File: src/rtl/universal_shift_register.sv
// WIDTH-bit universal shift register: single-step shift/rotate/load/clear per
// cycle, plus a multi-cycle "shift by N" operation with a start/busy/done handshake.
//
// state | meaning
// IDLE  | one step of mode per enabled cycle; start latches op and amount
// SHIFT | one step of the latched op per enabled cycle until the count runs out
// DONE  | one-cycle done pulse, Q holds, always returns to IDLE
module universal_shift_register #(
    parameter int WIDTH = 32,
    parameter int CNT_W = $clog2(WIDTH) + 1
) (
    input  logic             clk,
    input  logic             rst,
    input  logic             en,
    input  logic [2:0]       mode,
    input  logic             start,
    input  logic [CNT_W-1:0] amount,
    input  logic [WIDTH-1:0] load_data,
    input  logic             ser_in_l,
    input  logic             ser_in_r,
    output logic [WIDTH-1:0] Q,
    output logic             ser_out_l,
    output logic             ser_out_r,
    output logic             busy,
    output logic             done
);

    localparam logic [2:0] M_HOLD  = 3'b000;
    localparam logic [2:0] M_SLL   = 3'b001;
    localparam logic [2:0] M_SRL   = 3'b010;
    localparam logic [2:0] M_SRA   = 3'b011;
    localparam logic [2:0] M_ROL   = 3'b100;
    localparam logic [2:0] M_ROR   = 3'b101;
    localparam logic [2:0] M_LOAD  = 3'b110;
    localparam logic [2:0] M_CLEAR = 3'b111;

    typedef enum logic [1:0] {
        S_IDLE  = 2'd0,
        S_SHIFT = 2'd1,
        S_DONE  = 2'd2
    } state_t;

    state_t             state_q, state_d;
    logic [2:0]         op_q, op_d;
    logic [CNT_W-1:0]   cnt_q, cnt_d;
    logic [WIDTH-1:0]   q_q, q_d;

    function automatic logic [WIDTH-1:0] step_fn(
        input logic [2:0]       op,
        input logic [WIDTH-1:0] cur,
        input logic [WIDTH-1:0] ld,
        input logic             sl,
        input logic             sr
    );
        logic [WIDTH-1:0] nxt;
        case (op)
            M_SLL:   nxt = {cur[WIDTH-2:0], sl};
            M_SRL:   nxt = {sr, cur[WIDTH-1:1]};
            M_SRA:   nxt = {cur[WIDTH-1], cur[WIDTH-1:1]};
            M_ROL:   nxt = {cur[WIDTH-2:0], cur[WIDTH-1]};
            M_ROR:   nxt = {cur[0], cur[WIDTH-1:1]};
            M_LOAD:  nxt = ld;
            M_CLEAR: nxt = '0;
            default: nxt = cur;
        endcase
        return nxt;
    endfunction

    always_ff @(posedge clk) begin
        if (rst) begin
            state_q <= S_IDLE;
            op_q    <= M_HOLD;
            cnt_q   <= '0;
            q_q     <= '0;
        end else begin
            state_q <= state_d;
            op_q    <= op_d;
            cnt_q   <= cnt_d;
            q_q     <= q_d;
        end
    end

    always_comb begin
        state_d = state_q;
        op_d    = op_q;
        cnt_d   = cnt_q;
        q_d     = q_q;
        case (state_q)
            S_IDLE: begin
                if (en) begin
                    if (start) begin
                        op_d  = mode;
                        cnt_d = amount;
                        // Non-shift ops and zero-length shifts finish in one cycle.
                        if (mode == M_HOLD || mode == M_LOAD || mode == M_CLEAR ||
                            amount == '0) begin
                            if (mode == M_LOAD || mode == M_CLEAR) begin
                                q_d = step_fn(mode, q_q, load_data, ser_in_l, ser_in_r);
                            end
                            state_d = S_DONE;
                        end else begin
                            state_d = S_SHIFT;
                        end
                    end else begin
                        q_d = step_fn(mode, q_q, load_data, ser_in_l, ser_in_r);
                    end
                end
            end
            S_SHIFT: begin
                if (en) begin
                    q_d   = step_fn(op_q, q_q, load_data, ser_in_l, ser_in_r);
                    cnt_d = cnt_q - CNT_W'(1);
                    if (cnt_q == CNT_W'(1)) begin
                        state_d = S_DONE;
                    end
                end
            end
            S_DONE: begin
                state_d = S_IDLE;
            end
            default: begin
                state_d = S_IDLE;
            end
        endcase
    end

    always_comb begin
        busy = (state_q == S_SHIFT);
        done = (state_q == S_DONE);
    end

    assign Q         = q_q;
    assign ser_out_l = q_q[WIDTH-1];
    assign ser_out_r = q_q[0];

endmodule

File: config.mk
export PLATFORM = sky130hd
export DESIGN_NAME = universal_shift_register
export DESIGN_NICKNAME = d
export VERILOG_FILES = /design/src/rtl/universal_shift_register.sv
export SDC_FILE = /design/constraint.sdc
export NUM_CORES = 1
export LEC_CHECK = 0
export CELL_PAD_IN_SITES_DETAIL_PLACEMENT = 1
export CELL_PAD_IN_SITES_GLOBAL_PLACEMENT = 1
export CORE_UTILIZATION = 41
export CTS_CLUSTER_DIAMETER = 80
export DETAILED_ROUTE_END_ITERATION = 8
export PLACE_DENSITY = 0.9
export RECOVER_POWER = 50
export SLEW_MARGIN = 5
export SYNTH_ARGS = -nofsm -noshare
export SYNTH_HDL_FRONTEND = slang
export SYNTH_SLANG_ARGS = --single-unit
File: constraint.sdc
create_clock -name clk -period 3.45 [get_ports clk]
set_input_delay 0.69 -clock clk [delete_from_list [all_inputs] [get_ports clk]]
set_output_delay 0.69 -clock clk [all_outputs]
set_load 0.005 [all_outputs]
==> results of run 1 <==
-- worst min-delay path, stage by stage, from the launching register on --
cell	delay, ns
dfxtp_1	0.34
nand2_1	0.06
a21oi_1	0.05
-- registers in the layout, summed over array words and instances, names as in the netlist --
signal and count:
Q 32, cnt_q 6, op_q 3, state_q 2
-- stage by stage --
step / total power, W / util (%) / hold slack [ns] / instance area (um^2) / setup slack [ns]
after floorplan: 0.000891 / - / 0.445 / 3800 / 1.52
after global placement: 0.00107 / 51.3 / 0.456 / 4540 / 0.714
after detailed placement: 0.00109 / 51.3 / 0.476 / 4540 / 0.584
after CTS: 0.00152 / 52.7 / 0.491 / 4660 / 0.910
after global routing: 0.00158 / 52.6 / 0.510 / 4660 / 0.743
final: 0.00152 / 52.6 / 0.488 / 4660 / 0.892
-- cells by family after synthesis --
group / synth area share [%]
AND/OR/NAND/NOR: 12.5
multiplexers: 2.90
flip-flops: 22.7
buffers and inverters: 10.4
adder cells (fa/ha/maj): 0.658
AO/OA/AOI/OAI: 50.8
-- layout by cell type (no fill, tap or decap), types with 3 or more instances in the layout --
master / n
a22oi_1: 35
a211oi_1: 16
inv_1: 9
nor2_1: 16
o21ai_0: 24
nor2b_2: 3
dlygate4sd3_1: 31
nor3_1: 7
inv_2: 3
nor2b_1: 23
nor4_1: 4
clkbuf_8: 6
a32o_1: 30
nand2_1: 8
o21ai_1: 36
mux2_1: 8
a21oi_1: 31
o211ai_1: 6
nand2b_1: 7
buf_4: 16
a221oi_1: 57
dfxtp_1: 43
a32oi_1: 5
a21o_1: 3
clkdlybuf4s50_1: 50
-- final cells by class --
cell class | count | area, um^2
fill | 1070 | 4190
inverter | 12 | 45.0
tap | 108 | 135
clock inverter | 2 | 35.0
clock buffer | 6 | 82.6
sequential | 43 | 861
timing repair buffer | 98 | 936
multi-input combinational | 356 | 2560
-- power by group through the flow --
stage | Combinational (W) | Sequential, W | Clock (W)
after floorplan | 0.000312 | 0.000579 | 0
after global placement | 0.000467 | 0.000600 | 0
after detailed placement | 0.000487 | 0.000604 | 0
after CTS | 0.000490 | 0.000593 | 0.000434
after global routing | 0.000526 | 0.000600 | 0.000455
final | 0.000489 | 0.000595 | 0.000431
-- layer usage --
metal / global-route usage [%] / routed length [um]
met1: 38.3 / 6000
met2: 51.0 / 7140
met3: 4.80 / 1210
met4: 11.5 / 308
met5: 0 / 0
-- worst max-delay path by stage --
stage	startpoint	endpoint	slack (ns)
2_1_floorplan	mode[1]	Q[2]$_SDFFE_PP0P_	1.52
3_3_place_gp	mode[0]	Q[24]$_SDFFE_PP0P_	0.71
3_5_place_dp	mode[0]	Q[29]$_SDFFE_PP0P_	0.58
4_1_cts	mode[0]	Q[29]$_SDFFE_PP0P_	0.91
5_1_grt	mode[0]	Q[29]$_SDFFE_PP0P_	0.74
6_report	mode[0]	Q[31]$_SDFFE_PP0P_	0.89
==> impl_metrics.json, run 1 <==
{
  "status": "finished with violations",
  "violations": "design-rule violations",
  "drt_first_pass_iters": 8,
  "setup_viol_count_final": 0,
  "holdCritStartpoint": "cnt_q[1]$_SDFFE_PP0P_",
  "area_growth_syn_to_layout_pct": 22.6,
  "syn_area_um2": 3800,
  "switching_share_pct": 35.1,
  "fin_crit_sh_pct": 74.1,
  "crit_type": "primary input to flip-flop",
  "cts_inserted_buffers": 5,
  "ys_ff_latch": 43,
  "cellInternalPower_w": 0.000984,
  "coreArea_um2": 8850,
  "dieArea_um2": 9660,
  "max_slew_margin_pct": 29.7,
  "power_frac_clock_pct": 28.5,
  "clock_latency_ns": 0.31,
  "crit_slowest_cell": "nor2b_1",
  "rsz0062_at_grt": "no",
  "clockRootBuffer": "clkbuf_8",
  "finalNonFillerCells": 625,
  "grtUsageTotal_pct": 30.1,
  "critPathArrivalTime_ns": 2.77,
  "cts.sinks": 43,
  "vias": 4568,
  "cts_max_level": 2,
  "cts_hold_buffers": 0,
  "dpl.hpwl_um": 9560,
  "pwr-share-comb_pct": 32.3,
  "r2r_start": "op_q[1]$_SDFFE_PP0P_",
  "postCtsSetupBuffers": 0,
  "tns_ns": 0,
  "synth_most_common_cell": "a221oi_1",
  "synth_area_per_cell_um2": 8.08,
  "cp_cell_sequence": "clkdlybuf4s50_1, nor2b_1, nor4_1, o311a_1, a41o_1",
  "routed_via_density": 7.31,
  "totalWireLength_um": 14700,
  "globalplace.congestion": 0.804,
  "report.final.slew_viol_count": 0,
  "path_depth": 5,
  "avgRoutedWirePerCell_um": 23.5,
  "rows": 34,
  "end_kind": "flip-flop",
  "min_period_ns": 2.56,
  "synth_top_area_share_pct": 22.7,
  "layout-drive-gt1-share_pct": 7.74,
  "grt_pass1_vias": 4573,
  "crit_family": "simple AND/OR/NAND/NOR gates",
  "setup.worst_path.start_class": "primary input",
  "antenna_left": 0,
  "min_to": "cnt_q[1]$_SDFFE_PP0P_",
  "synthTopCellsByArea": "dfxtp_1, a221oi_1, a32o_1",
  "clockBufferDepth": 2,
  "syn_inst": 470,
  "p_leak_nw": 1.55,
  "synth_edf_count": 0,
  "synth_commonest_cells": "a221oi_1, dfxtp_1, o21ai_1",
  "fmax_mhz": 391,
  "power_density_nw_per_um2": 325,
  "r2r-end": "Q[18]$_SDFFE_PP0P_",
  "die_w_um": 98.3,
  "drv_cap": 0,
  "r2r_cells": 4,
  "hold_depth": 2,
  "num_io_pins": 83,
  "place_inst": 617,
  "clock_skew_ns": 0.00735,
  "worst-path-max-fanout": 12,
  "port_buffers": 82,
  "start_util_pct": 42.9,
  "min_path_type": "flip-flop to flip-flop",
  "power_switching_w": 0.000532,
  "crit_path_max_incr_delay_ns": 0.81,
  "required_ns": 3.66,
  "syn_nets": 519,
  "synth_cell_type_count": 52,
  "grt_max_degree": 44,
  "route.detailed.drc": 6,
  "antenna_found_initial": 0,
  "r2r_setup_slack_ns": 1.14,
  "ys.flop_type": "dfxtp_1",
  "initialDrtViolationCount": 439,
  "final_hold_viol_count": 0,
  "gr-total-overflow": 0,
  "cts_tree": "built",
  "grt_pass1_wl_um": 23600,
  "worst_pin_slew_ns": 1.05,
  "synth.largest_area_cell": "dfxtp_1",
  "synth_warnings": 0,
  "irDropWorstVdd_mv": 0.159,
  "layout.nets": 565,
  "async_reset_ff_share_pct": 0,
  "post_cts_resized": 0,
  "die_y_um": 98.3,
  "ys_seq_area_share_pct": 22.7,
  "diodes": 0,
  "seqPwrFrac_pct": 39.2,
  "clkTransAtPathRegs_ns": 0.09,
  "worst-path-buf-inv": 1
}
Power figures use the tool's default switching activity.
==> inputs of run 2 (changes only) <==
CORE_UTILIZATION = 38   (was 41)
PLACE_DENSITY = 0.84   (was 0.9)
clock period = 2.46 ns   (was 3.45 ns; I/O delays follow)
==> impl_metrics.json, run 2 (same netlist as run 1, synthesis figures left out) <==
{
  "status": "finished clean",
  "dpl.hpwl_um": 9960,
  "grt_pass1_wl_um": 23700,
  "min_path_type": "flip-flop to flip-flop",
  "end_kind": "output port",
  "largest_reg_flops": 32,
  "final_hold_viol_count": 0,
  "diodes": 0,
  "grt_max_degree": 42,
  "cts.sinks": 43,
  "crit_type": "flip-flop to output port",
  "port_buffers": 82,
  "clock_skew_ns": 0.00866,
  "grtUsageTotal_pct": 28.9,
  "dieArea_um2": 10400,
  "routed_via_density": 6.90,
  "cts_max_level": 2,
  "die_y_um": 102,
  "vias": 4566,
  "gr-total-overflow": 0,
  "rows": 36,
  "r2r_start": "state_q[1]$_SDFFE_PP0P_",
  "worst-path-max-fanout": 11,
  "clockRootBuffer": "clkbuf_8",
  "required_ns": 1.97,
  "nFillCells": 1209,
  "p_leak_nw": 1.60,
  "layout.nets": 577,
  "post_cts_resized": 0,
  "fmax_mhz": 443,
  "layout_commonest_cell": "a221oi_1",
  "worst_pin_slew_ns": 0.998,
  "setup.worst_path.start_class": "flip-flop",
  "layout-drive-gt1-share_pct": 10.0,
  "irDropWorstVdd_mv": 0.213,
  "power_density_nw_per_um2": 424,
  "cts_tree": "built",
  "startpoint": "state_q[0]$_SDFFE_PP0P_",
  "totalWireLength_um": 14900,
  "clockBufferDepth": 2,
  "fin_crit_sh_pct": 91.8,
  "cts_inserted_buffers": 5,
  "holdCritStartpoint": "cnt_q[4]$_SDFFE_PP0P_",
  "max_slew_margin_pct": 33.3,
  "postCtsSetupBuffers": 0,
  "area_growth_syn_to_layout_pct": 25.3,
  "drv_cap": 0,
  "globalplace.congestion": 0.868,
  "antenna_found_initial": 0,
  "min_period_ns": 2.26,
  "antenna_left": 0,
  "critPathArrivalTime_ns": 1.77,
  "initialDrtViolationCount": 298,
  "die_w_um": 102,
  "tns_ns": 0,
  "final_cell_mix": "a221oi_1, clkdlybuf4s50_1, dfxtp_1, o21ai_1, a22oi_1",
  "finalPower_w": 0.00202,
  "cts_hold_buffers": 0,
  "report.final.slew_viol_count": 0,
  "rsz0062_at_grt": "no",
  "grt_pass1_vias": 4588,
  "drt_first_pass_iters": 7,
  "clock_latency_ns": 0.32,
  "coreArea_um2": 9730,
  "num_io_pins": 83,
  "clkTransAtPathRegs_ns": 0.09,
  "avgRoutedWirePerCell_um": 22.5,
  "route.detailed.drc": 0,
  "setup_viol_count_final": 0,
  "start_util_pct": 39.1
}
[run 2: cell types whose count changed in the layout (fill, tap and decap cells not counted)]
cell	change
buf_12	+1
buf_4	+11
bufinv_16	-1
clkbuf_8	-1
clkdlybuf4s50_1	+1
clkinv_2	+2
dlygate4sd3_1	-1
nor2b_1	-1
nor2b_2	+1
[run 2: power by group]
group          internal [W]  switching, W  total [W]
sequential         0.000739     0.0000959   0.000835
combinational      0.000327      0.000376   0.000703
clock              0.000195      0.000283   0.000478
total               0.00126      0.000754    0.00202
[run 2: cell type report]
class / instances / area (um^2) / area share (%)
Multi-Input combinational cell: 356 / 2560 / 53.9
Timing Repair Buffer: 110 / 1040 / 21.8
Sequential cell: 43 / 861 / 18.1
Tap cell: 133 / 166 / 3.50
Clock buffer: 5 / 68.8 / 1.45
Inverter: 12 / 45.0 / 0.946
Clock inverter: 3 / 15.0 / 0.315
[run 2: critical path, cell delays in order (launching register included)]
cell             delay, ns
dfxtp_1               0.55
nand2b_1              0.15
inv_2                 0.21
clkdlybuf4s50_1       0.54
[run 2: stage by stage]
step / setup WS, ns / cell area (um^2) / utilization (%) / hold slack [ns] / instances
finish: 0.201 / 4760 / 48.9 / 0.492 / 662
global route: 0.104 / 4760 / 48.9 / 0.510 / 662
CTS: 0.201 / 4760 / 48.9 / 0.492 / 662
detailed placement: 0.00258 / 4680 / 48.1 / 0.475 / 654
global placement: 0.0442 / 4680 / 48.1 / 0.457 / 654
floorplan: 0.728 / 3800 / - / 0.445 / 470
[run 2: final timing paths]
| check | to | slack [ns] | cells past startpoint |
|---|---|---|---|
| max reg2reg | Q[17]$_SDFFE_PP0P_ | 0.28 | 5 |
| min | cnt_q[4]$_SDFFE_PP0P_ | 0.49 | 2 |
| max | busy | 0.20 | 3 |
| min reg2reg | cnt_q[4]$_SDFFE_PP0P_ | 0.49 | 2 |
[run 2: routing by layer]
layer  part of all wire, %  global-route usage [%]
met5                     0                       0
met4                   1.8                    12.4
met3                   6.4                    3.21
met2                    48                    47.6
met1                    44                    38.1
==> edit: new RTL, flow settings as in run 2 <==
Take the reset off `q_q` and load it in a clocked block of its own.
--- a/src/rtl/universal_shift_register.sv
+++ b/src/rtl/universal_shift_register.sv
@@ -72,11 +72,13 @@
             op_q    <= M_HOLD;
             cnt_q   <= '0;
-            q_q     <= '0;
         end else begin
             state_q <= state_d;
             op_q    <= op_d;
             cnt_q   <= cnt_d;
-            q_q     <= q_d;
         end
+    end
+
+    always_ff @(posedge clk) begin
+        q_q <= q_d;
     end
 
Function: changed (Yosys sat finds a counterexample within 4 cycles, from zero or initial values and one cycle with rst high).
==> edit against run 2 <==
  * Total power increased by 21%
  * Synthesized area decreased by 5.1%
  * Final cell count decreased by 15%
  * First-iteration DRC count decreased by 4.0%
  * Clock skew increased by 0.0028 ns
  * Sequential cell count unchanged
  * Wire length decreased by 15%
  * Count of clock-buffer cells in the layout increased by 1
  * Sequential power increased by 19%
  * Register-to-register slack improved by 0.19 ns
  * Largest cell class unchanged
  * Largest power group unchanged
  * Sequential share of layout area increased by 7.0 points
  * Final area decreased by 1.1%
  * Worst setup slack got worse by 0.051 ns
==> edit: results (changes against run 2) <==
- Final clock-cell share: 2.82% (was 1.76%)
- Status: complete, no violations (unchanged)
- Area after DPL: 0.00460 sq mm (was 0.00468 sq mm)
- Synth top cells by count: 58 x a22o_1, 40 x nand2_1, 35 x a221oi_1 (was 57 x a221oi_1, 43 x dfxtp_1, 37 x o21ai_1)
- Number of logic inverters in the finished layout: 8 (was 12)
- Final wirelength: 12.7 mm (was 14.9 mm)
- Multi-input logic area: 0.00215 sq mm (was 0.00256 sq mm)
- P&R area growth vs syn: 30.6% (was 25.3%)
- Post-DP HPWL: 8.50 mm (was 9.96 mm)
- Vias in the first global route: 3870 (was 4588)
- Peak supply drop: 0.243 mV (was 0.213 mV)
- Fillers: 1058 (was 1209)
- Routability congestion estimate from global placement: 0.800 (was 0.868)
- Via/cell ratio: 6.72 (was 6.90)
- Layout non-clock buf frac: 22.7% (was 21.8%)
- First-pass DRT Iterations: 5 (was 7)
- Post-Layout Cell Count: 565 (was 662)
- Tapcell count: 111 (was 133)
- Largest net degree at the start of global routing: 43 (was 42)
- Final nets: 502 (was 577)
- Mux contribution to synthesized area: 1.53% (was 2.90%)
- Synth Area in Compound Gates: 45.6% (was 50.8%)
- Syn Nets: 434 (was 519)
- Iter 0 DRT Violations: 286 (was 298)
- Number of clock buffers in the layout: 6 (was 5)
- Sequential share of the synthesized area: 32.8% (was 22.7%)
- Synth Area in Adders: 0.694% (was 0.659%)
- Non-clock buffer count: 108 (was 110)
- Inst Count DP: 557 (was 654)
- #FFs+latches synth: 43 (unchanged)
- Count of flip-flops with a built-in enable after synthesis: 32 (was 0)
- Top area cells in the synthesized netlist: edfxtp_1 27%, a22o_1 14%, a221oi_2 12% (was dfxtp_1 23%, a221oi_1 13%, a32o_1 7.9%)
- Skew final: 0.0115 ns (was 0.00866 ns)
- Syn avg cell area: 9.36 sq um (was 8.08 sq um)
- Cell variety after synth: 41 (was 52)
- Layout cell share with drive strength beyond 1: 15.4% (was 10.0%)
- Total GRT Usage: 26.1% (was 28.9%)
## edit: changes by cell type in the layout (fill, tap and decap cells not counted), sizes merged, moves of 7 or more
| cell | change |
|---|---|
| a22o | +56 |
| a22oi | -34 |
| dfxtp | -32 |
| edfxtp | +32 |
| nand2 | +32 |
| a32o | -30 |
| o21ai | -22 |
| nor2b | -18 |
| a211oi | -15 |
| a21oi | -15 |
| dlygate4sd3 | +8 |
| clkdlybuf4s50 | -7 |
| mux2 | -7 |
## edit: where the power goes
group	switching (mW)	total, mW	internal [mW]
Combinational	0.387	0.760	0.372
Clock	0.281	0.688	0.407
Sequential	0.113	0.993	0.880
## edit: worst paths after layout
check / from / end / slack [ns] / depth (start not counted)
max: mode[1] / Q[8]$_DFFE_PP_ / 0.15 / 6
min reg2reg: cnt_q[1]$_SDFFE_PP0P_ / cnt_q[1]$_SDFFE_PP0P_ / 0.50 / 2
min: cnt_q[1]$_SDFFE_PP0P_ / cnt_q[1]$_SDFFE_PP0P_ / 0.50 / 2
max reg2reg: state_q[0]$_SDFFE_PP0P_ / Q[31]$_DFFE_PP_ / 0.47 / 6
## edit: cells by family (layout without fill, tap and decap cells)
group / count (synthesis) / count (layout)
compound gates: 194 / 194
simple gates: 86 / 86
buf+inv: 55 / 124
flops: 43 / 43
mux: 5 / 5
fa+ha+maj: 2 / 2
## edit: per-layer routing
metal	GRT usage (%)	vias to the layer above	part of all wire, %
met1	34.5	1908	45
li1	-	1708	-
met5	0	-	0
met4	9.16	0	1.7
met2	43.7	159	48
met3	3.51	21	5.7
## edit: worst max-delay path, stage by stage
cell and delay, ns:
clkdlybuf4s50_1 0.57, nor2b_1 0.22, buf_2 0.34, a22o_1 0.31, a221oi_1 0.27, o21ai_1 0.14
